`src/rtl/bus_decode_if.sv`:
```
// Byte-stream sink, decoded-transaction source and error reporting of the
// bus frame decoder, bundled so host side and decoder share one definition.
interface bus_decode_if;
  logic        sink_stb;
  logic        sink_ack;
  logic [7:0]  sink_d;
  logic        source_stb;
  logic        source_ack;
  logic        source_wr;
  logic [13:0] source_a;
  logic [7:0]  source_d;
  logic        err_cksum;
  logic        err_frame;
  logic        err_timeout;
  logic [7:0]  err_count;

  // Host side: feeds bytes in and acknowledges decoded transactions.
  modport master (
    output sink_stb, sink_d, source_ack,
    input  sink_ack, source_stb, source_wr, source_a, source_d,
    input  err_cksum, err_frame, err_timeout, err_count
  );

  modport slave (
    input  sink_stb, sink_d, source_ack,
    output sink_ack, source_stb, source_wr, source_a, source_d,
    output err_cksum, err_frame, err_timeout, err_count
  );
endinterface

```
`src/rtl/bus_decode.sv`:
```
// Decodes 5-byte frames (HEADER, ADRH, ADRL, DATA, CKSUM) into single bus
// transactions; resynchronises on framing, checksum and inter-byte timeout errors.
module bus_decode #(
  parameter logic [15:0] TIMEOUT_CYCLES = 16'd0,
  parameter logic [7:0]  HEADER_BYTE    = 8'h55
) (
  input logic         clk,
  input logic         rst_n,
  bus_decode_if.slave bus
);

  typedef enum logic [2:0] {
    ST_HEADER = 3'd0,
    ST_ADRH   = 3'd1,
    ST_ADRL   = 3'd2,
    ST_DATA   = 3'd3,
    ST_CKSUM  = 3'd4,
    ST_OUTPUT = 3'd5
  } state_t;

  state_t      r_state;
  state_t      w_state_nxt;
  logic        r_sink_ack;
  logic        r_source_stb;
  logic        r_wr;
  logic [13:0] r_a;
  logic [7:0]  r_d;
  logic [7:0]  r_sum;
  logic [15:0] r_tmo_cnt;
  logic        r_err_cksum;
  logic        r_err_frame;
  logic        r_err_timeout;
  logic [7:0]  r_err_count;

  logic        w_xfer;
  logic        w_mid_frame;
  logic        w_tmo_hit;
  logic        w_err_cksum;
  logic        w_err_frame;
  logic        w_err_timeout;
  logic        w_any_err;

  function automatic logic [7:0] f_sum_add(input logic [7:0] acc, input logic [7:0] b);
    return acc + b;
  endfunction

  assign w_xfer      = bus.sink_stb & r_sink_ack;
  assign w_mid_frame = (r_state == ST_ADRH) || (r_state == ST_ADRL) ||
                       (r_state == ST_DATA) || (r_state == ST_CKSUM);
  // Expiry is decided in the cycle the counter would reach the limit; a
  // byte arriving in that same cycle takes precedence.
  assign w_tmo_hit   = (TIMEOUT_CYCLES != 16'd0) && w_mid_frame && !w_xfer &&
                       (r_tmo_cnt == (TIMEOUT_CYCLES - 16'd1));
  assign w_any_err   = w_err_cksum | w_err_frame | w_err_timeout;

  always_ff @(posedge clk or negedge rst_n) begin
    if (!rst_n) begin
      r_state <= ST_HEADER;
    end else begin
      r_state <= w_state_nxt;
    end
  end

  always_comb begin
    w_state_nxt   = r_state;
    w_err_cksum   = 1'b0;
    w_err_frame   = 1'b0;
    w_err_timeout = 1'b0;
    case (r_state)
      ST_HEADER: begin
        if (w_xfer && (bus.sink_d == HEADER_BYTE)) w_state_nxt = ST_ADRH;
        else                                       w_state_nxt = ST_HEADER;
      end
      ST_ADRH: begin
        if (w_xfer) begin
          if (bus.sink_d[6]) begin
            w_state_nxt = ST_HEADER;
            w_err_frame = 1'b1;
          end else begin
            w_state_nxt = ST_ADRL;
          end
        end else begin
          w_state_nxt = ST_ADRH;
        end
      end
      ST_ADRL: begin
        if (w_xfer) w_state_nxt = ST_DATA;
        else        w_state_nxt = ST_ADRL;
      end
      ST_DATA: begin
        if (w_xfer) w_state_nxt = ST_CKSUM;
        else        w_state_nxt = ST_DATA;
      end
      ST_CKSUM: begin
        if (w_xfer) begin
          if (bus.sink_d == r_sum) begin
            w_state_nxt = ST_OUTPUT;
          end else begin
            w_state_nxt = ST_HEADER;
            w_err_cksum = 1'b1;
          end
        end else begin
          w_state_nxt = ST_CKSUM;
        end
      end
      ST_OUTPUT: begin
        if (bus.source_ack) w_state_nxt = ST_HEADER;
        else                w_state_nxt = ST_OUTPUT;
      end
      default: w_state_nxt = ST_HEADER;
    endcase
    if (w_tmo_hit) begin
      w_state_nxt   = ST_HEADER;
      w_err_timeout = 1'b1;
    end else begin
      w_err_timeout = 1'b0;
    end
  end

  // Handshake levels follow the next state so they line up with it exactly.
  always_ff @(posedge clk or negedge rst_n) begin
    if (!rst_n) begin
      r_sink_ack    <= 1'b0;
      r_source_stb  <= 1'b0;
      r_err_cksum   <= 1'b0;
      r_err_frame   <= 1'b0;
      r_err_timeout <= 1'b0;
      r_err_count   <= 8'd0;
      r_tmo_cnt     <= 16'd0;
    end else begin
      r_sink_ack    <= (w_state_nxt != ST_OUTPUT);
      r_source_stb  <= (w_state_nxt == ST_OUTPUT);
      r_err_cksum   <= w_err_cksum;
      r_err_frame   <= w_err_frame;
      r_err_timeout <= w_err_timeout;
      if (w_any_err && (r_err_count != 8'hFF)) r_err_count <= r_err_count + 8'd1;
      else                                     r_err_count <= r_err_count;
      if ((TIMEOUT_CYCLES == 16'd0) || !w_mid_frame || w_xfer || w_tmo_hit) r_tmo_cnt <= 16'd0;
      else                                                                 r_tmo_cnt <= r_tmo_cnt + 16'd1;
    end
  end

  always_ff @(posedge clk or negedge rst_n) begin
    if (!rst_n) begin
      r_wr  <= 1'b0;
      r_a   <= 14'd0;
      r_d   <= 8'd0;
      r_sum <= 8'd0;
    end else if (w_xfer) begin
      case (r_state)
        ST_HEADER: r_sum <= HEADER_BYTE;
        ST_ADRH: begin
          r_wr       <= bus.sink_d[7];
          r_a[13:8]  <= bus.sink_d[5:0];
          r_sum      <= f_sum_add(r_sum, bus.sink_d);
        end
        ST_ADRL: begin
          r_a[7:0] <= bus.sink_d;
          r_sum    <= f_sum_add(r_sum, bus.sink_d);
        end
        ST_DATA: begin
          r_d   <= bus.sink_d;
          r_sum <= f_sum_add(r_sum, bus.sink_d);
        end
        default: r_sum <= r_sum;
      endcase
    end else begin
      r_sum <= r_sum;
    end
  end

  assign bus.sink_ack    = r_sink_ack;
  assign bus.source_stb  = r_source_stb;
  assign bus.source_wr   = r_wr;
  assign bus.source_a    = r_a;
  assign bus.source_d    = r_d;
  assign bus.err_cksum   = r_err_cksum;
  assign bus.err_frame   = r_err_frame;
  assign bus.err_timeout = r_err_timeout;
  assign bus.err_count   = r_err_count;

endmodule
```
`src/flat_wrapper.sv`:
```
// flat-port wrapper written by rule: the top's interface ports become plain ports
module bus_decode_flat 
#(
  parameter logic [15:0] TIMEOUT_CYCLES = 16'd0,
  parameter logic [7:0]  HEADER_BYTE    = 8'h55
)
  (clk, rst_n, bus_sink_stb, bus_sink_d, bus_source_ack, bus_sink_ack, bus_source_stb, bus_source_wr, bus_source_a, bus_source_d, bus_err_cksum, bus_err_frame, bus_err_timeout, bus_err_count);
  bus_decode_if bus_i ();
  input logic clk;
  input logic rst_n;
  input wire logic [$bits(bus_i.sink_stb)-1:0] bus_sink_stb;
  input wire logic [$bits(bus_i.sink_d)-1:0] bus_sink_d;
  input wire logic [$bits(bus_i.source_ack)-1:0] bus_source_ack;
  output wire logic [$bits(bus_i.sink_ack)-1:0] bus_sink_ack;
  output wire logic [$bits(bus_i.source_stb)-1:0] bus_source_stb;
  output wire logic [$bits(bus_i.source_wr)-1:0] bus_source_wr;
  output wire logic [$bits(bus_i.source_a)-1:0] bus_source_a;
  output wire logic [$bits(bus_i.source_d)-1:0] bus_source_d;
  output wire logic [$bits(bus_i.err_cksum)-1:0] bus_err_cksum;
  output wire logic [$bits(bus_i.err_frame)-1:0] bus_err_frame;
  output wire logic [$bits(bus_i.err_timeout)-1:0] bus_err_timeout;
  output wire logic [$bits(bus_i.err_count)-1:0] bus_err_count;
  assign bus_i.sink_stb = bus_sink_stb;
  assign bus_i.sink_d = bus_sink_d;
  assign bus_i.source_ack = bus_source_ack;
  assign bus_sink_ack = bus_i.sink_ack;
  assign bus_source_stb = bus_i.source_stb;
  assign bus_source_wr = bus_i.source_wr;
  assign bus_source_a = bus_i.source_a;
  assign bus_source_d = bus_i.source_d;
  assign bus_err_cksum = bus_i.err_cksum;
  assign bus_err_frame = bus_i.err_frame;
  assign bus_err_timeout = bus_i.err_timeout;
  assign bus_err_count = bus_i.err_count;
  bus_decode #(.TIMEOUT_CYCLES(TIMEOUT_CYCLES), .HEADER_BYTE(HEADER_BYTE)) u_core (.clk(clk), .rst_n(rst_n), .bus(bus_i));
endmodule
```
`config.mk`:
```
export PLATFORM = sky130hd
export DESIGN_NAME = bus_decode_flat
export DESIGN_NICKNAME = d
export VERILOG_FILES = /design/src/rtl/bus_decode_if.sv /design/src/rtl/bus_decode.sv /design/src/flat_wrapper.sv
export SDC_FILE = /design/constraint.sdc
export NUM_CORES = 1
export LEC_CHECK = 0
export BUFFER_PORTS_ARGS = -buffer_cell sky130_fd_sc_hd__clkbuf_2
export CORE_MARGIN = 2
export CORE_UTILIZATION = 54
export CTS_CLUSTER_DIAMETER = 40
export CTS_CLUSTER_SIZE = 14
export DETAILED_ROUTE_END_ITERATION = 8
export PLACE_DENSITY = 0.83
export SLEW_MARGIN = 15
export SYNTH_ARGS = -nofsm -noshare
export SYNTH_HDL_FRONTEND = slang
export SYNTH_SLANG_ARGS = --single-unit
```
`constraint.sdc`:
```
create_clock -name clk -period 2.26 [get_ports clk]
set_clock_uncertainty 0.15 [all_clocks]
set_input_delay 0.339 -clock clk [delete_from_list [all_inputs] [get_ports clk]]
set_output_delay 0.339 -clock clk [all_outputs]
set_load 0.005 [all_outputs]
```
==> metrics, run 1 <==
Horiz. Die Dim 68.3 µm; leakage power total 1.33 nW; DRC violations left 0; slew at the pin closest to its max-slew limit 0.567 ns; clock tree from TritonCTS built; # port buffers 46; Post-Syn Area 0.00223 mm²; Placeable Area 0.00400 mm²; Setup Crit Path Kind reg2reg; insertion delay to the later sink of the worst-skew pair 0.30 ns; total length of routed wires 4.66 mm; final critical-path required period 2.15 ns; ratio of cells with drive above 1 in the final layout 0.391; post-route fraction of the period consumed by the critical path 0.953; detail-routed net length per standard cell approximately 16 µm; Synth Net Count 210; vertical extent of the die 68.3 µm; Syn. warnings 0; post-synthesis sequential element count between 40 and 50; I/O pin count 48; initial DRC count 89; die outline area about 0.0047 mm²; Rows 23; status complete, no violations; Post-Syn Area per Cell 11.8 µm²; gate count after technology mapping approximately 190; Crit-path slowest cell sky130_fd_sc_hd__dfrtp_1; setup bufs post-CTS 0; largest net degree at the start of global routing 47; highest cell delay on the worst timing path 0.41 ns; vias per cell 5.59; last weighted congestion value of the routability-driven placer ~0.87; H-Tree Level Count 2; number of CTS-inserted buffers 5; number of enable flip-flop cells after synthesis 0; first-pass GRT wire length 7.65 mm; number of cells upsized or downsized after cts 0; CTS sink cnt 46; via total after detailed routing between 1500 and 2000; sw frac 0.329; RSZ-0062 raised after global routing false; Pre-Repair DR Iteration Count 4; number of hold-repair buffers added at the cts stage 1; data arrival time of the critical path 2.20 ns; fmax 0.465 GHz; async set-or-reset flop fraction in the synthesized netlist 1.00; final setup vio count 0; net count reported at finish 268; power density normalized to cell area about 1200 mW/mm²; all-layer global routing usage 0.228; kind of launch point of the worst setup path register; CP bufs+invs 0; antenna violations before repair 0; vias in the first global route 1546; most used flip-flop cell after synthesis sky130_fd_sc_hd__dfrtp_1; Int Power roughly 2.3 mW; kind of end point of the critical path register; Psw 1.10 mW; share of total power in sequential cells 0.405; remaining number of nets flagged by the antenna check after routing 0; cell at the root of the clock tree sky130_fd_sc_hd__clkbuf_8; highest ir drop seen on vdd 0.000673 V; critical-path maximum fanout 7; Logic pwr share 0.373; n_diodes 0; clock input transition at the sequential cells of the worst setup and hold paths 0.08 ns; register-to-register setup slack 0.11 ns; area overhead of the layout relative to synthesis 21.6%; Pins Over Slew Limit 0; Clk pwr share 0.222; kind of cell with the highest combined delay on the critical path simple AND/OR/NAND/NOR gates; total negative slack 0 ns; part of the Yosys area used for sequential elements 0.515; effective utilization at floorplan 0.558; count of max-cap constraint violations 0; final core utilization 0.679; number of unique standard cell types used by synthesis 48; remaining global-route overflow 0; most frequent cells in the layout sky130_fd_sc_hd__clkbuf_2 (46), sky130_fd_sc_hd__dfrtp_1 (46), sky130_fd_sc_hd__mux2_2 (22), sky130_fd_sc_hd__nor2_1 (13), sky130_fd_sc_hd__nand2_1 (12); worst hold margin roughly 0.19 ns; worst path required time between 2 and 2.5 ns; Hold Path Class in2reg; Bufs on Longest Clock Path 2; dpl hpwl 3.37 mm; Relative slew margins 0.622; Final Hold Violating Endpoints 0; CP cell instances ha_1, nor4_1, and3_2, nor2_4, o22ai_4, mux2_4
[power by group through the flow]
stage / clock (mW) / sequential [mW] / combinational [mW]
after global placement: 0 / 1.35 / 1.21
after CTS: 0.758 / 1.36 / 1.26
after floorplan: 0 / 1.32 / 0.797
after global routing: 0.786 / 1.39 / 1.39
final: 0.745 / 1.36 / 1.25
after detailed placement: 0 / 1.37 / 1.25
[flip-flops by register name, indices dropped and copies added, names as in the netlist]
register / count
u_core.bus.source_a: 14
u_core.bus.err_count: 8
u_core.bus.source_d: 8
u_core.r_sum: 8
u_core.r_state: 3
u_core.bus.err_cksum: 1
u_core.bus.err_frame: 1
u_core.bus.sink_ack: 1
u_core.bus.source_stb: 1
u_core.bus.source_wr: 1
[logic make-up (layout without fill, tap and decap cells)]
kind of cell             after synthesis  in the layout  synth area share
AND/OR/NAND/NOR                       55             55             0.140
flip-flops                            46             46             0.515
AO/OA/AOI/OAI                         31             31            0.0947
multiplexers                          24             24             0.122
XOR/XNOR                              12             12            0.0471
buffers and inverters                 11             70            0.0258
adder cells (fa/ha/maj)                9              9            0.0538
other                                  1              1           0.00168
[stage by stage]
stage          total power [mW]  instance area, µm²  std cells  worst slack [ns]
5_1_grt                    3.57                2720        298            0.0193
3_3_place_gp               2.56                2560        289            0.0368
6_report                   3.35                2720        298             0.107
2_1_floorplan              2.12                2230        189             0.205
4_1_cts                    3.38                2720        298             0.105
3_5_place_dp               2.62                2560        289            0.0178
[synthesized netlist by cell type (all sizes together), types with 2 or more instances]
cell type | n | share of area
nor2b | 2 | 0.0056
a211oi | 2 | 0.0067
and3 | 3 | 0.0090
nor2 | 15 | 0.030
o21ai | 9 | 0.020
o31ai | 2 | 0.0067
and2 | 3 | 0.0084
nand2 | 12 | 0.020
xnor2 | 4 | 0.016
ha | 8 | 0.045
inv | 5 | 0.0084
mux2 | 23 | 0.12
dfrtp | 46 | 0.52
a31oi | 3 | 0.0084
o211ai | 2 | 0.0067
nand2b | 2 | 0.0056
buf | 6 | 0.017
nand3 | 5 | 0.013
nor3 | 6 | 0.025
a21oi | 5 | 0.011
xor2 | 8 | 0.031
[final cells by class]
cell class              count  area, µm²
flip-flops and latches     46       1150
well taps                  50       62.6
fillers                   303       1280
repair buffers             57        315
multi-input cells         132       1020
inverters                   5       18.8
clock inverters             2       60.1
clock buffers               6       82.6
[worst paths after layout]
kind | start | to | depth (start not counted)
setup / recovery | u_core.r_sum[1] | u_core.bus.err_count[1] | 6
hold / removal | bus_sink_d[1] | u_core.bus.source_a[1] | 2
setup reg to reg | u_core.r_sum[1] | u_core.bus.err_count[1] | 6
hold reg to reg | u_core.r_sum[0] | u_core.r_sum[0] | 2
max in group asynchronous | rst_n | u_core.r_sum[7] | 3
min in group asynchronous | rst_n | u_core.bus.source_d[2] | 3
[worst reg2reg max path: stages (launching register included)]
cell and delay, ns:
sky130_fd_sc_hd__dfrtp_1 0.41, sky130_fd_sc_hd__ha_1 0.31, sky130_fd_sc_hd__nor4_1 0.25, sky130_fd_sc_hd__and3_2 0.26, sky130_fd_sc_hd__nor2_4 0.06, sky130_fd_sc_hd__o22ai_4 0.29
sky130_fd_sc_hd__mux2_4 0.33
[routing by layer]
layer	track usage	vias to the layer above	share of wire
li1	-	793	-
met1	0.326	810	0.45
met2	0.342	53	0.48
met3	0.0493	9	0.051
met4	0.0825	0	0.019
met5	0	-	0
No activity file was read; power rests on OpenSTA's default activity.
==> run 2: changes to the inputs <==
- CORE_UTILIZATION: 54 -> 45
- PLACE_DENSITY: 0.83 -> 0.72
==> run 2 against run 1 <==
Net effect:
- register-to-register slack improved by 0.03 ns
- via count is 0.18% higher
- sequential power hardly changed
- non-clock buffer count up 7
- clock power fell by 20%
- largest cell class unchanged
- highest routed layer unchanged
==> metrics, run 2 (same netlist as run 1, synthesis figures left out) <==
final setup vio count 0 (unchanged); Final Hold Violating Endpoints 0 (unchanged); Rows 25 (+8.7%); clock input transition at the sequential cells of the worst setup and hold paths 0.08 ns (about the same); Clk pwr share 0.184 (-0.038); post-placement worst setup slack 0.0413 ns (+0.0235 ns); initial DRC count 55 (-38%); RSZ-0062 raised after global routing false; Pins Over Slew Limit 0 (unchanged); area of all sequential standard cells 0.00115 mm² (unchanged); post-route fraction of the period consumed by the critical path 0.938 (-0.0142); number of filler instances in the final layout 419 (+38%); data arrival time of the critical path 2.16 ns (-0.04 ns); vias per cell 5.18 (-7.3%); largest net degree at the start of global routing 47 (unchanged); kind of cell with the highest combined delay on the critical path compound AO/OA/AOI/OAI gates; Horiz. Die Dim 74.5 µm (+9.0%); Setup Crit Path Kind reg2reg; worst flop-to-flop path startpoint u_core.r_sum[2]; antenna violations before repair 0 (unchanged); die outline area 0.00554 mm² (+19%); total length of routed wires 4.73 mm (+1.5%); share of total power in sequential cells 0.406 (about the same); kind of end point of the critical path register; worst path required time 2.30 ns (about the same); Pre-Repair DR Iteration Count 4 (unchanged); area taken by multi-input logic gates 0.00105 mm² (+2.1%); n_diodes 0 (unchanged); number of CTS-inserted buffers 5 (unchanged); remaining global-route overflow 0 (unchanged); I/O pin count 48 (unchanged); kind of launch point of the worst setup path register; most frequent cells in the layout sky130_fd_sc_hd__clkbuf_2 (46), sky130_fd_sc_hd__dfrtp_1 (46), sky130_fd_sc_hd__mux2_2 (22), sky130_fd_sc_hd__buf_4 (17), sky130_fd_sc_hd__nor2_1 (13); total negative slack 0 ns (unchanged); Relative slew margins 0.614 (-0.00751); fmax 0.472 GHz (+1.5%); count of max-cap constraint violations 0 (unchanged); area overhead of the layout relative to synthesis 24.2%; Psw 1.11 mW (+1.0%); highest ir drop seen on vdd 0.000639 V (-5.0%); Hold Path Class in2reg; clock tree from TritonCTS built; power density normalized to cell area 1180 mW/mm² (-4.8%); net count reported at finish 275 (+2.6%); via total after detailed routing 1668 (+0.18%); Bufs on Longest Clock Path 2 (unchanged); CTS sink cnt 46 (unchanged); CP bufs+invs 1 (+1); Worst setup startpoint u_core.r_sum[2]; final worst-path setup slack 0.139 ns (+0.0320 ns); final critical-path required period 2.12 ns (-0.0320 ns); cell at the root of the clock tree sky130_fd_sc_hd__clkbuf_8; Int Power 2.15 mW (-4.6%); # port buffers 46 (unchanged); vertical extent of the die 74.5 µm (+9.0%); first-pass GRT wire length 7.79 mm (+1.9%); status complete, no violations; detail-routed net length per standard cell 14.7 µm (-6.0%); dpl hpwl 3.43 mm (+1.6%); sw frac 0.341 (+0.0127); last weighted congestion value of the routability-driven placer 0.835 (-4.2%); critical-path maximum fanout 4 (-3); highest cell delay on the worst timing path 0.41 ns (about the same); ratio of cells with drive above 1 in the final layout 0.412 (+0.0206); insertion delay to the later sink of the worst-skew pair 0.30 ns (about the same); CP cell instances ha_1, buf_4, nor2b_1, o21ai_0, nand2b_1, a311oi_2, xor2_1, a31oi_1; effective utilization at floorplan 0.470 (-0.0886); Placeable Area 0.00475 mm² (+19%); DRC violations left 0 (unchanged); slew at the pin closest to its max-slew limit 0.578 ns (+0.0113 ns); remaining number of nets flagged by the antenna check after routing 0 (unchanged); all-layer global routing usage 0.186 (-0.0415); Largest register FFs 14 (unchanged); vias in the first global route 1650 (+6.7%); Logic pwr share 0.410 (+0.037); Hold Crit Start bus_sink_d[1]; H-Tree Level Count 2 (unchanged); leakage power total 1.35 nW (+1.3%); Crit-path slowest cell sky130_fd_sc_hd__dfrtp_1
[run 2: cell count changes in the layout (fill, tap and decap cells not counted)]
cell and change:
sky130_fd_sc_hd__buf_4 +7, sky130_fd_sc_hd__clkbuf_1 +2, sky130_fd_sc_hd__a311oi_1 -1, sky130_fd_sc_hd__a311oi_2 +1
sky130_fd_sc_hd__and3_2 -1, sky130_fd_sc_hd__and3_4 +1, sky130_fd_sc_hd__bufinv_16 -1, sky130_fd_sc_hd__clkbuf_8 -1
sky130_fd_sc_hd__nor4_1 -1, sky130_fd_sc_hd__nor4_2 +1, sky130_fd_sc_hd__o21ai_0 -1, sky130_fd_sc_hd__o21ai_1 +1
sky130_fd_sc_hd__o31ai_1 -1, sky130_fd_sc_hd__o31ai_2 +1
[run 2: path summary, 6_finish.rpt]
kind,end,cells past startpoint,slack (ns)
worst min register to register,u_core.bus.source_d[1],2,0.34
max in group asynchronous,u_core.bus.err_count[4],3,1.05
worst max-delay path,u_core.r_sum[6],8,0.14
worst min-delay path,u_core.bus.source_a[9],2,0.18
worst max register to register,u_core.r_sum[6],8,0.14
min in group asynchronous,u_core.bus.source_a[2],3,0.52
[run 2: layout make-up]
| cell class | count | share of cell area |
|---|---|---|
| sequential | 46 | 0.415 |
| multi-input combinational | 132 | 0.377 |
| timing repair buffer | 64 | 0.133 |
| tap | 67 | 0.0302 |
| clock buffer | 7 | 0.0275 |
| clock inverter | 1 | 0.0108 |
| inverter | 5 | 0.00677 |
[run 2: metal layers]
layer | global-route usage | wire length (µm) | part of all wire
met1 | 0.250 | 2180 | 0.46
met4 | 0.0714 | 84 | 0.018
met5 | 0 | 0 | 0
met2 | 0.302 | 2280 | 0.48
met3 | 0.0352 | 186 | 0.039
[run 2: worst reg2reg max path, delay by kind of cell (launching register included)]
family / cells / cell delay (ns)
compound gates: 3 / 0.56
flops: 1 / 0.41
fa+ha+maj: 1 / 0.31
simple gates: 2 / 0.24
xor+xnor: 1 / 0.17
buf+inv: 1 / 0.16
[run 2: metrics by stage]
step                      instance area (µm²)  std cells  power (mW)  utilization  hold slack [ns]
after floorplan                          2230        189        2.12            -           -0.107
after global placement                   2640        313        2.60        0.554            0.308
after detailed placement                 2640        313        2.65        0.554            0.314
after CTS                                2750        322        3.25        0.579            0.175
after global routing                     2770        322        3.49        0.583            0.188
final                                    2770        322        3.26        0.583            0.180
[run 2: what timing repair did]
| item | in CTS | in global routing |
|---|---|---|
| endpoints found under the setup margin | 0 | 7 |
| resized for setup | 0 | 5 |
| hold buffers | 1 | 0 |
| hold endpoints to repair | 46 | 0 |
| setup buffers | 0 | 0 |
[run 2: power groups by stage]
stage	Clock, mW	Sequential (mW)	Combinational [mW]
floorplan	0	1.32	0.797
global placement	0	1.33	1.27
detailed placement	0	1.34	1.30
CTS	0.612	1.33	1.31
global route	0.640	1.37	1.48
finish	0.599	1.33	1.34
==> run 3: changes to the inputs <==
- REMOVE_ABC_BUFFERS: unset -> 1
==> run 3 against run 2 <==
Net effect:
- wire length fell by 1.8%
- final area shrank 0.23%
- combinational power hardly changed
- power down 3.6%
- via count fell by 2.3%
- register-to-register slack hardly changed
- sequential power hardly changed
- worst setup slack lost 0.012 ns
- global-route usage decreased by 0.10 points
- flip-flop and latch count is the same
- clock-buffer cell count unchanged
- critical endpoint is now u_core.bus.err_count[7]
- largest cell class unchanged
==> metrics, run 3 (same netlist as run 1, synthesis figures left out) <==
Hold Path Class in2reg; area overhead of the layout relative to synthesis 23.9%; Top Usage Layer GRT met2; most frequent cells in the layout sky130_fd_sc_hd__clkbuf_2 (46), sky130_fd_sc_hd__dfrtp_1 (46), sky130_fd_sc_hd__mux2_2 (22), sky130_fd_sc_hd__buf_4 (19), sky130_fd_sc_hd__nor2_1 (13); die outline area 0.00554 mm² (unchanged); initial DRC count 148 (+170%); non-filler cells, final 324 (+0.62%); total length of routed wires 4.65 mm (-1.8%); # port buffers 46 (unchanged); met2 layer usage reported by global route 0.278 (-0.0236); number of CTS-inserted buffers 5 (unchanged); via total after detailed routing 1630 (-2.3%); highest ir drop seen on vdd 0.000633 V (-0.92%); detail-routed net length per standard cell 14.3 µm (-2.4%); post-placement cell count 315 (+0.64%); area of placed instances 0.00265 mm² (+0.57%); Psw 1.09 mW (-2.0%); H-Tree Level Count 2 (unchanged); all-layer global routing usage 0.185 (-0.00101); Placeable Area 0.00475 mm² (unchanged); critical-path maximum fanout 6 (+2); Setup Crit Path Kind reg2reg; vias in the first global route 1615 (-2.1%); Horiz. Die Dim 74.5 µm (unchanged); number of filler instances in the final layout 405 (-3.3%); I/O pin count 48 (unchanged); Clk pwr share 0.164 (-0.020); share of total power in sequential cells 0.419 (+0.013); final critical-path required period 2.13 ns (+0.0124 ns); fmax 0.469 GHz (-0.58%); cell at the root of the clock tree sky130_fd_sc_hd__clkbuf_8; DRC violations left 0 (unchanged); Pre-Repair DR Iteration Count 4 (unchanged); insertion delay to the later sink of the worst-skew pair 0.29 ns (about the same); first-pass GRT wire length 7.68 mm (-1.4%); total negative slack 0 ns (unchanged); final setup vio count 0 (unchanged); met3 layer usage reported by global route 0.0528 (+0.0176); total chip power 3.14 mW (-3.6%); clock tree from TritonCTS built; Crit-path slowest cell sky130_fd_sc_hd__dfrtp_1; CTS sink cnt 46 (unchanged); count of max-cap constraint violations 0 (unchanged); worst path required time 2.29 ns (about the same); data arrival time of the critical path 2.16 ns (about the same); post-placement worst setup slack 0.0130 ns (-0.0283 ns); largest net degree at the start of global routing 47 (unchanged); sw frac 0.347 (+0.00576); number of cell instances on the worst register-to-register path 8 (unchanged); last weighted congestion value of the routability-driven placer 0.818 (-2.1%); vertical extent of the die 74.5 µm (unchanged); final worst-path setup slack 0.127 ns (-0.0124 ns); power density normalized to cell area 1140 mW/mm² (-3.4%); Largest register FFs 14 (unchanged); CP cell instances ha_1, nor4_2, and3_4, nor2_4, o22ai_4, buf_4, nor3_2, xor2_1; clock input transition at the sequential cells of the worst setup and hold paths 0.09 ns (about the same); final core utilization 0.582 (-0.00132); ratio of cells with drive above 1 in the final layout 0.416 (+0.00458); vias per cell 5.03 (-2.9%); number of cells traversed by the worst hold path 2 (unchanged); remaining global-route overflow 0 (unchanged); post-route fraction of the period consumed by the critical path 0.944 (+0.00550); Relative slew margins 0.607 (-0.00786); design area 0.00277 mm² (-0.23%); met1 track demand over resource in global routing 0.261 (+0.0116); antenna violations before repair 0 (unchanged); dpl hpwl 3.44 mm (+0.41%); slew at the pin closest to its max-slew limit 0.590 ns (+0.0118 ns); setup bufs post-CTS 0 (unchanged); Final Hold Violating Endpoints 0 (unchanged); Logic pwr share 0.417 (+0.007); Pins Over Slew Limit 0 (unchanged); Rows 25 (unchanged); kind of launch point of the worst setup path register; highest cell delay on the worst timing path 0.38 ns (-0.03 ns); kind of end point of the critical path register; effective utilization at floorplan 0.470 (unchanged); status complete, no violations; Bufs on Longest Clock Path 2 (unchanged); leakage power total 1.35 nW (+0.35%); RSZ-0062 raised after global routing false; remaining number of nets flagged by the antenna check after routing 0 (unchanged); worst hold margin 0.248 ns (+0.0683 ns); net count reported at finish 277 (+0.73%); n_diodes 0 (unchanged); Int Power 2.05 mW (-4.5%)
[run 3: cell count changes in the layout (fill, tap and decap cells not counted)]
| cell | before | now |
|---|---|---|
| sky130_fd_sc_hd__buf_4 | 17 | 19 |
| sky130_fd_sc_hd__a311oi_1 | 0 | 1 |
| sky130_fd_sc_hd__a311oi_2 | 1 | 0 |
| sky130_fd_sc_hd__bufinv_16 | 1 | 0 |
| sky130_fd_sc_hd__clkbuf_1 | 2 | 1 |
| sky130_fd_sc_hd__clkbuf_8 | 5 | 6 |
| sky130_fd_sc_hd__clkinv_2 | 0 | 1 |
| sky130_fd_sc_hd__o21ai_0 | 8 | 9 |
| sky130_fd_sc_hd__o21ai_1 | 1 | 0 |
[run 3: final cells by class]
class | count | area, µm² | share of cell area
repair buffers | 66 | 383 | 0.138
multi-input cells | 132 | 1040 | 0.376
flip-flops and latches | 46 | 1150 | 0.416
clock inverters | 1 | 5.00 | 0.00181
well taps | 67 | 83.8 | 0.0303
clock buffers | 7 | 86.3 | 0.0312
inverters | 5 | 18.8 | 0.00678
[run 3: path summary, 6_finish.rpt]
check                                                to             from  slack (ns)
worst max-delay path            u_core.bus.err_count[7]  u_core.r_sum[1]        0.13
worst min-delay path               u_core.bus.source_wr    bus_sink_d[7]        0.25
worst max register to register  u_core.bus.err_count[7]  u_core.r_sum[1]        0.13
worst min register to register          u_core.r_sum[0]  u_core.r_sum[0]        0.35
max in group asynchronous       u_core.bus.err_count[4]            rst_n        1.03
min in group asynchronous        u_core.bus.source_a[2]            rst_n        0.52
[run 3: worst max-delay path: cells and delay by family (launching register included)]
| kind | cells | cell delay (ns) |
|---|---|---|
| compound gates | 1 | 0.23 |
| xor+xnor | 1 | 0.14 |
| fa+ha+maj | 1 | 0.32 |
| buf+inv | 1 | 0.17 |
| flops | 1 | 0.38 |
| simple gates | 4 | 0.62 |
[run 3: metal layers]
| metal | vias up | share of wire |
|---|---|---|
| li1 | 811 | - |
| met1 | 774 | 0.46 |
| met2 | 41 | 0.47 |
| met3 | 4 | 0.051 |
| met4 | 0 | 0.013 |
| met5 | - | 0 |
[run 3: repair_timing]
item | CTS | global route
hold endpoints to repair | 35 | 0
gates resized for setup | 0 | 3
setup endpoints to repair | 0 | 5
hold buffers | 1 | 0
[run 3: power groups by stage]
stage,clock (mW),combinational [mW],sequential (mW)
finish,0.516,1.31,1.32
global route,0.575,1.45,1.36
CTS,0.530,1.31,1.32
detailed placement,0,1.30,1.34
global placement,0,1.27,1.33
floorplan,0,0.746,1.35
